`config.mk`:
```
export PLATFORM = sky130hd
export DESIGN_NAME = tlb_miss_walker
export DESIGN_NICKNAME = d
export VERILOG_FILES = /design/src/rtl/cpu_types_pkg.sv /design/src/rtl/mmu_pkg.sv /design/src/rtl/rr_way_sel.sv /design/src/rtl/tlb_miss_walker.sv
export SDC_FILE = /design/constraint.sdc
export NUM_CORES = 1
export LEC_CHECK = 0
export CAP_MARGIN = 30
export CORE_UTILIZATION = 49
export CTS_CLUSTER_DIAMETER = 80
export CTS_CLUSTER_SIZE = 16
export DETAILED_ROUTE_END_ITERATION = 8
export PLACE_DENSITY = 0.85
export SETUP_SLACK_MARGIN = 0.5
export SLEW_MARGIN = 20
export SYNTH_ARGS = -nofsm -noshare
export SYNTH_HDL_FRONTEND = slang
export SYNTH_SLANG_ARGS = --single-unit
```
`constraint.sdc`:
```
create_clock -name clk -period 8.5 [get_ports clk]
set_input_delay 2.55 -clock clk [delete_from_list [all_inputs] [get_ports clk]]
set_output_delay 2.55 -clock clk [all_outputs]
set_load 0.02 [all_outputs]
```
`src/rtl/cpu_types_pkg.sv`:
```
// rtl/cpu_types_pkg.sv - address and ASID types shared across the CPU
package cpu_types_pkg;
  localparam int VA_W   = 32;
  localparam int PA_W   = 32;
  localparam int ASID_W = 8;

  typedef logic [VA_W-1:0]   virtual_address_t;
  typedef logic [PA_W-1:0]   physical_address_t;
  typedef logic [ASID_W-1:0] asid_t;
endpackage

```
`src/rtl/mmu_pkg.sv`:
```
// rtl/mmu_pkg.sv - page-table entry, TLB entry, walker states and fault causes
package mmu_pkg;
  import cpu_types_pkg::*;

  localparam int PAGE_BITS = 13;
  localparam int PPN_W     = PA_W - PAGE_BITS;
  localparam int VPN_W     = VA_W - PAGE_BITS;

  // PPN sits at its physical bit position so a PDE/PTE reads like an address
  typedef struct packed {
    logic [31:0]      rsvd_hi;
    logic [PPN_W-1:0] ppn;
    logic [8:0]       rsvd_lo;
    logic             x;
    logic             w;
    logic             r;
    logic             v;
  } pte_t;

  typedef struct packed {
    logic [VPN_W-1:0] vpn;
    asid_t            asid;
    pte_t             pte;
  } tlb_entry_t;

  typedef enum logic [2:0] {
    ST_IDLE,
    ST_L1,
    ST_L0,
    ST_WRITE,
    ST_FAULT,
    ST_SETTLE
  } walk_state_e;

  localparam logic [2:0] FC_NONE = 3'd0;
  localparam logic [2:0] PF_L1   = 3'd1;
  localparam logic [2:0] PF_L0   = 3'd2;
  localparam logic [2:0] BERR    = 3'd3;
  localparam logic [2:0] TMO     = 3'd4;
endpackage

```
`src/rtl/rr_way_sel.sv`:
```
// rtl/rr_way_sel.sv - modulo-N round-robin way counter with advance enable
module rr_way_sel #(
  parameter int N = 3,
  parameter int W = 2
) (
  input  logic         clk,
  input  logic         rst,
  input  logic         adv,
  output logic [W-1:0] way
);
  logic [W-1:0] way_q, way_d;

  always_comb begin
    way_d = way_q;
    if (adv) way_d = (way_q == W'(N - 1)) ? '0 : way_q + 1'b1;
  end

  always_ff @(posedge clk) begin
    if (rst) way_q <= '0;
    else     way_q <= way_d;
  end

  assign way = way_q;
endmodule

```
`src/rtl/tlb_miss_walker.sv`:
```
// rtl/tlb_miss_walker.sv - two-level page-table walker servicing TLB misses
// over a classic Wishbone read port; fills a round-robin TLB way or faults.
module tlb_miss_walker
  import cpu_types_pkg::*;
  import mmu_pkg::*;
#(
  parameter int TLB_ASSOC    = 3,
  parameter int LOG_PAGESIZE = 13,
  parameter int TIMEOUT      = 1023
) (
  input  logic                         clk,
  input  logic                         rst,
  input  logic                         paging_en,
  input  physical_address_t            ptbr,
  input  logic                         miss_v,
  input  virtual_address_t             miss_adr,
  input  asid_t                        miss_asid,
  input  logic [7:0]                   miss_id,
  output logic                         busy,
  output logic                         wb_cyc,
  output logic                         wb_stb,
  output physical_address_t            wb_adr,
  input  logic                         wb_ack,
  input  logic                         wb_err,
  input  logic [63:0]                  wb_dat_i,
  output logic                         tlb_wr,
  output logic [$clog2(TLB_ASSOC)-1:0] tlb_way,
  output tlb_entry_t                   tlb_wr_entry,
  output logic                         fault_v,
  output virtual_address_t             fault_adr,
  output logic [7:0]                   fault_id,
  output logic [2:0]                   fault_cause
);
  localparam int WAY_W  = $clog2(TLB_ASSOC);
  localparam int CNT_W  = $clog2(TIMEOUT + 1);
  localparam int L1_LSB = LOG_PAGESIZE + 10;

  walk_state_e       state_q, state_d;
  virtual_address_t  va_q, va_d;
  asid_t             asid_q, asid_d;
  logic [7:0]        id_q, id_d;
  logic              abort_q, abort_d;
  logic [CNT_W-1:0]  wait_q, wait_d;
  logic              settle_q, settle_d;
  logic              busy_q, busy_d;
  logic              cyc_q, cyc_d;
  physical_address_t adr_q, adr_d;
  logic              wr_q, wr_d;
  logic [WAY_W-1:0]  way_q, way_d;
  tlb_entry_t        entry_q, entry_d;
  logic              fv_q, fv_d;
  virtual_address_t  fadr_q, fadr_d;
  logic [7:0]        fid_q, fid_d;
  logic [2:0]        fcause_q, fcause_d;

  pte_t             rd_pte;
  logic [2:0]       cause;
  logic             timed_out;
  logic             done;
  logic             rr_adv;
  logic [WAY_W-1:0] rr_way;

  rr_way_sel #(.N(TLB_ASSOC), .W(WAY_W)) u_rr (
    .clk (clk),
    .rst (rst),
    .adv (rr_adv),
    .way (rr_way)
  );

  always_comb begin
    state_d  = state_q;
    va_d     = va_q;
    asid_d   = asid_q;
    id_d     = id_q;
    abort_d  = abort_q;
    wait_d   = wait_q;
    settle_d = settle_q;
    cyc_d    = cyc_q;
    adr_d    = adr_q;
    wr_d     = 1'b0;
    way_d    = way_q;
    entry_d  = entry_q;
    fv_d     = 1'b0;
    fadr_d   = fadr_q;
    fid_d    = fid_q;
    fcause_d = fcause_q;
    rr_adv   = 1'b0;
    rd_pte   = pte_t'(wb_dat_i);
    timed_out = (wait_q == CNT_W'(TIMEOUT - 1));
    done      = wb_err | wb_ack | timed_out;
    // err outranks a simultaneous ack
    cause = FC_NONE;
    if (wb_err)         cause = BERR;
    else if (wb_ack)    cause = rd_pte.v ? FC_NONE : ((state_q == ST_L1) ? PF_L1 : PF_L0);
    else if (timed_out) cause = TMO;

    case (state_q)
      ST_IDLE: begin
        if (miss_v && paging_en) begin
          va_d    = miss_adr;
          asid_d  = miss_asid;
          id_d    = miss_id;
          abort_d = 1'b0;
          wait_d  = '0;
          cyc_d   = 1'b1;
          adr_d   = ptbr + physical_address_t'({miss_adr[VA_W-1:L1_LSB], 3'b000});
          state_d = ST_L1;
        end
      end
      ST_L1, ST_L0: begin
        if (!paging_en) abort_d = 1'b1;
        if (!done) begin
          wait_d = wait_q + 1'b1;
        end else begin
          cyc_d  = 1'b0;
          wait_d = '0;
          // a disable seen at any point of the walk cancels it once the bus is free
          if (abort_q || !paging_en) begin
            state_d = ST_IDLE;
          end else if (cause != FC_NONE) begin
            fv_d     = 1'b1;
            fadr_d   = va_q;
            fid_d    = id_q;
            fcause_d = cause;
            state_d  = ST_FAULT;
          end else if (state_q == ST_L1) begin
            cyc_d   = 1'b1;
            adr_d   = {rd_pte.ppn, va_q[L1_LSB-1:LOG_PAGESIZE], 3'b000};
            state_d = ST_L0;
          end else begin
            wr_d          = 1'b1;
            way_d         = rr_way;
            entry_d.vpn   = va_q[VA_W-1:LOG_PAGESIZE];
            entry_d.asid  = asid_q;
            entry_d.pte   = rd_pte;
            rr_adv        = 1'b1;
            state_d       = ST_WRITE;
          end
        end
      end
      ST_WRITE, ST_FAULT: begin
        settle_d = 1'b0;
        state_d  = ST_SETTLE;
      end
      ST_SETTLE: begin
        if (settle_q) state_d = ST_IDLE;
        else          settle_d = 1'b1;
      end
      default: state_d = ST_IDLE;
    endcase

    busy_d = (state_d != ST_IDLE);
  end

  always_ff @(posedge clk) begin
    if (rst) begin
      state_q  <= ST_IDLE;
      va_q     <= '0;
      asid_q   <= '0;
      id_q     <= '0;
      abort_q  <= 1'b0;
      wait_q   <= '0;
      settle_q <= 1'b0;
      busy_q   <= 1'b0;
      cyc_q    <= 1'b0;
      adr_q    <= '0;
      wr_q     <= 1'b0;
      way_q    <= '0;
      entry_q  <= '0;
      fv_q     <= 1'b0;
      fadr_q   <= '0;
      fid_q    <= '0;
      fcause_q <= '0;
    end else begin
      state_q  <= state_d;
      va_q     <= va_d;
      asid_q   <= asid_d;
      id_q     <= id_d;
      abort_q  <= abort_d;
      wait_q   <= wait_d;
      settle_q <= settle_d;
      busy_q   <= busy_d;
      cyc_q    <= cyc_d;
      adr_q    <= adr_d;
      wr_q     <= wr_d;
      way_q    <= way_d;
      entry_q  <= entry_d;
      fv_q     <= fv_d;
      fadr_q   <= fadr_d;
      fid_q    <= fid_d;
      fcause_q <= fcause_d;
    end
  end

  assign busy         = busy_q;
  assign wb_cyc       = cyc_q;
  assign wb_stb       = cyc_q;
  assign wb_adr       = adr_q;
  assign tlb_wr       = wr_q;
  assign tlb_way      = way_q;
  assign tlb_wr_entry = entry_q;
  assign fault_v      = fv_q;
  assign fault_adr    = fadr_q;
  assign fault_id     = fid_q;
  assign fault_cause  = fcause_q;
endmodule

```
==> results_tabular.tex <==
\begin{tabular}{lr}
\hline
Metric & Value \\
\hline
\multicolumn{2}{l}{\textbf{Critical path}} \\
\quad Worst path bufs/invs & 2 \\
\quad Critical path launch point type & input pin \\
\quad Highest fanout seen on the critical path & 28 \\
\quad Startpoint-to-endpoint class of the critical path & in -> reg \\
\quad Slowest library cell on the worst path & sky130\_fd\_sc\_hd\_\_nor3\_4 \\
\quad Worst Path Arrival & 5.42 ns \\
\quad Slowest cell delay on critical path & 0.77 ns \\
\quad Crit path capture type & flop \\
\quad Family with the most delay on the worst path & simple AND/OR/NAND/NOR gates \\
\quad Register-to-Register Setup Slack & 5.57 ns \\
\quad Critical R2R Capture & u\_rr.way[1] \\
\quad Reg2Reg Launch Point & state\_q[0] \\
\quad Logic depth of the worst register-to-register path & 7 \\
\quad Required time of the worst setup path & $\sim$8.9 ns \\
\quad Critical path launch point & paging\_en \\
\quad CP cell instances & clkdlybuf4s50\_1 > nand2b\_1 > or3\_1 > nor3\_4 > buf\_4 > nand2\_1 > mux2\_2 > nor2\_1 \\
\multicolumn{2}{l}{\textbf{Synthesis}} \\
\quad Most used flip-flop cell after synthesis & sky130\_fd\_sc\_hd\_\_dfxtp\_1 \\
\quad Sequential share of the synthesized area & 49.3\% \\
\quad Count of flip-flops with a built-in enable after synthesis & 0 \\
\quad Mean Syn Cell Area & 8.01 µm² \\
\quad Post-Synthesis Cell Area & 9620 µm² \\
\quad Main area contributors after synthesis & sky130\_fd\_sc\_hd\_\_dfxtp\_1, sky130\_fd\_sc\_hd\_\_nand2\_1, sky130\_fd\_sc\_hd\_\_a21oi\_1 \\
\quad Number of synthesis warnings & 0 \\
\quad Synth cell types & 60 \\
\quad Synthesized netlist net count & 1,363 \\
\quad Seq cells post-synth & 237 \\
\quad Synth top area share & slightly below 50\% \\
\quad Post-synthesis cell count & between 1,000 and 1,500 \\
\quad Ranking of synthesized cells by instance count & sky130\_fd\_sc\_hd\_\_nand2\_1, sky130\_fd\_sc\_hd\_\_dfxtp\_1, sky130\_fd\_sc\_hd\_\_a21oi\_1 \\
\quad Post-synth ARST share & 0\% \\
\quad Most instantiated library cell after synthesis & sky130\_fd\_sc\_hd\_\_nand2\_1 \\
\quad Cell type contributing the most total cell area after synthesis & sky130\_fd\_sc\_hd\_\_dfxtp\_1 \\
\multicolumn{2}{l}{\textbf{CTS}} \\
\quad H-tree depth reported by CTS & 1 \\
\quad Post-cts repair resize count & 0 \\
\quad Skew-Pair Late Insertion Delay & 0.50 ns \\
\quad \# Post-CTS Setup Buffers & 0 \\
\quad Clock tree root driver cell & sky130\_fd\_sc\_hd\_\_clkbuf\_16 \\
\quad Number of buffers between clock root and the deepest sink & 3 \\
\quad Number of hold buffers added after CTS & 0 \\
\quad CTS tree & yes \\
\quad Register clock-pin slew on the reported worst setup and hold paths & $\sim$0.070 ns \\
\quad TritonCTS sink count & 237 \\
\quad Number of clock buffers inserted by TritonCTS & 18 \\
\multicolumn{2}{l}{\textbf{Power}} \\
\quad Worst supply voltage drop on vdd & 0.124 mV \\
\quad Leakage & between 4 and 5 nW \\
\quad PD cells & between 150 and 200 nW/µm² \\
\multicolumn{2}{l}{\textbf{Detailed routing}} \\
\quad Average vias per placed instance & 5.44 \\
\quad Vias & approximately 9,400 \\
\quad Detail Route Antenna Nets & 0 \\
\quad Number of search-and-repair iterations in the first detailed-routing pass & 5 \\
\quad Iteration-0 DRC Markers & 607 \\
\quad Routed len/inst & 16.9 µm \\
\quad Total wire length after detailed routing & 29.2 mm \\
\quad Drc violations & 0 \\
\multicolumn{2}{l}{\textbf{Floorplanning}} \\
\quad Top Ports & between 300 and 400 \\
\quad DIE WIDTH & 142 µm \\
\quad Row Count & 50 \\
\quad Core ar. & approximately 19,000 µm² \\
\quad Die Ht & 142 µm \\
\quad Die outline area & 20,200 µm² \\
\quad Starting Density & 50.7\% \\
\multicolumn{2}{l}{\textbf{Worst hold path}} \\
\quad Worst Min Path Start & asid\_q[1] \\
\quad Hold-critical path depth & 2 \\
\quad Worst Hold End & tlb\_wr\_entry[65] \\
\quad Type of the tightest min-delay check & reg -> reg \\
\multicolumn{2}{l}{\textbf{GRT}} \\
\quad Maximum number of pins on one net before global-route repair & 141 \\
\quad Vias in the first global route & approximately 8,700 \\
\quad First-pass GRT wire length & approximately 45 mm \\
\quad Number of antenna violations at the first check in global routing & 2 \\
\quad Grt total ovfl & 0 \\
\quad Overall fraction of global-route tracks in use & 27.9\% \\
\multicolumn{2}{l}{\textbf{Timing}} \\
\quad Worst path setup slack after routing & 3.52 ns \\
\quad Worst slew margin & 41.9\% \\
\quad Max-slew violations & 0 \\
\quad Worst hold slack across all endpoints & between 0.4 and 0.5 ns \\
\quad Maximum clock frequency & 201 MHz \\
\quad Count of endpoints failing hold in the final timing report & 0 \\
\quad Setup repair after global routing missed its margin & false \\
\quad Shortest period the worst path allows & 4.98 ns \\
\quad Final critical-path share of the clock period & 58.6\% \\
\quad Actual transition at the worst max-transition pin & $\sim$0.87 ns \\
\quad Fin Clk Skew & 0.0291 ns \\
\quad Post-Route Setup TNS & 0 ns \\
\quad Setup violators final & 0 \\
\multicolumn{2}{l}{\textbf{Finish}} \\
\quad Multi-input combinational cell area & 4480 µm² \\
\quad Finished Core Util & 71.0\% \\
\quad Synthesis-to-layout area growth & 39.9\% \\
\quad Fraction of final layout cells with drive strength greater than 1 & 3.87\% \\
\quad Seq. cell area & 4740 µm² \\
\quad Count of filler cells inserted in the layout & 1,484 \\
\quad Final net count & 1,633 \\
\multicolumn{2}{l}{\textbf{Placed design}} \\
\quad IO Port Bufs & 322 \\
\quad Post-placement setup slack & around 3.0 ns \\
\quad Total half-perimeter wirelength after legalization and detailed placement & 20.6 mm \\
\quad Final Wtd Congestion & about 0.91 \\
\multicolumn{2}{l}{\textbf{Status}} \\
\quad Result of the run & complete, no violations \\
\multicolumn{2}{l}{\textbf{Run}} \\
\quad Count of maximum capacitance violations & 0 \\
\hline
\end{tabular}
[tightest hold or removal path, delay by kind of cell (launching register included)]
family | cells | cell delay (ns)
DFF | 1 | 0.31
and+or+nand+nor | 1 | 0.05
AOI/OAI and AO/OA | 1 | 0.05
[where the power goes]
group | internal (mW) | leakage (nW) | total, mW | switching [mW]
clock | 0.380 | 0.233 | 0.759 | 0.379
sequential | 1.14 | 1.92 | 1.16 | 0.0220
combinational | 0.148 | 2.40 | 0.314 | 0.167
total | 1.67 | 4.55 | 2.24 | 0.568
[routing by layer]
layer	vias to the layer above	GRT usage, %	share of wire [%]
met1	4375	33.2	39
met5	-	0	0
met3	61	7.50	9.4
met4	0	10.1	3.3
met2	423	48.1	48
li1	4575	-	-
[kinds of logic after synthesis]
kind of cell,count (synthesis),synth area share (%)
AND/OR/NAND/NOR,533,23.7
AO/OA/AOI/OAI,299,18.2
flip-flops,237,49.3
buffers and inverters,91,4.33
XOR/XNOR,24,2.19
adder cells (fa/ha/maj),12,1.64
multiplexers,5,0.573
[layout by cell type, fill, tap and decap left out, types with 5 or more instances in the layout]
cell / count
sky130_fd_sc_hd__nand2_1: 393
sky130_fd_sc_hd__clkdlybuf4s50_1: 321
sky130_fd_sc_hd__dfxtp_1: 237
sky130_fd_sc_hd__a21oi_1: 211
sky130_fd_sc_hd__nor2_1: 51
sky130_fd_sc_hd__clkbuf_16: 18
sky130_fd_sc_hd__nand3_1: 14
sky130_fd_sc_hd__xnor2_1: 13
sky130_fd_sc_hd__a211oi_1: 11
sky130_fd_sc_hd__xor2_1: 11
sky130_fd_sc_hd__ha_1: 11
sky130_fd_sc_hd__nor3_1: 10
sky130_fd_sc_hd__o211ai_1: 10
sky130_fd_sc_hd__o21ai_0: 9
sky130_fd_sc_hd__or3_1: 9
sky130_fd_sc_hd__nand3b_1: 9
sky130_fd_sc_hd__a311oi_1: 9
sky130_fd_sc_hd__o22ai_1: 8
sky130_fd_sc_hd__inv_1: 7
sky130_fd_sc_hd__a22oi_1: 7
sky130_fd_sc_hd__buf_4: 7
sky130_fd_sc_hd__nor2b_1: 6
sky130_fd_sc_hd__nand4b_1: 5
sky130_fd_sc_hd__a21o_1: 5
sky130_fd_sc_hd__nand2b_1: 5
[per-stage QoR]
step / total power, mW / instances / cell area [µm²]
final: 2.24 / 1733 / 13500
after floorplan: 1.34 / 1201 / 9620
after detailed placement: 1.50 / 1708 / 12900
after CTS: 2.25 / 1728 / 13400
after global routing: 2.32 / 1733 / 13500
after global placement: 1.49 / 1706 / 12900
[flip-flops by register name, indices dropped and copies added (netlist names)]
signal,flops
fault_adr,32
state_q,3
va_q,32
tlb_wr_entry,91
wb_cyc,1
fault_v,1
id_q,8
fault_cause,3
fault_id,8
u_rr.way,2
abort_q,1
tlb_wr,1
wait_q,10
asid_q,8
busy,1
wb_adr,32
tlb_way,2
settle_q,1
[worst max-delay path by stage]
stage | slack (ns) | cells past startpoint | end
floorplan | 3.95 | 9 | wb_adr[13]
global placement | 3.10 | 8 | u_rr.way[1]
detailed placement | 3.02 | 8 | u_rr.way[1]
CTS | 3.54 | 8 | u_rr.way[1]
global route | 3.33 | 8 | u_rr.way[1]
finish | 3.52 | 8 | u_rr.way[1]
[area by class of cell]
type,instances,area share (%)
clock buffers,18,3.35
multi-input cells,873,33.3
clock inverters,2,0.158
flip-flops and latches,237,35.3
inverters,7,0.195
diodes,2,0.0372
repair buffers,334,25.3
well taps,260,2.42
Note: power is estimated with default switching activity, not from simulation.
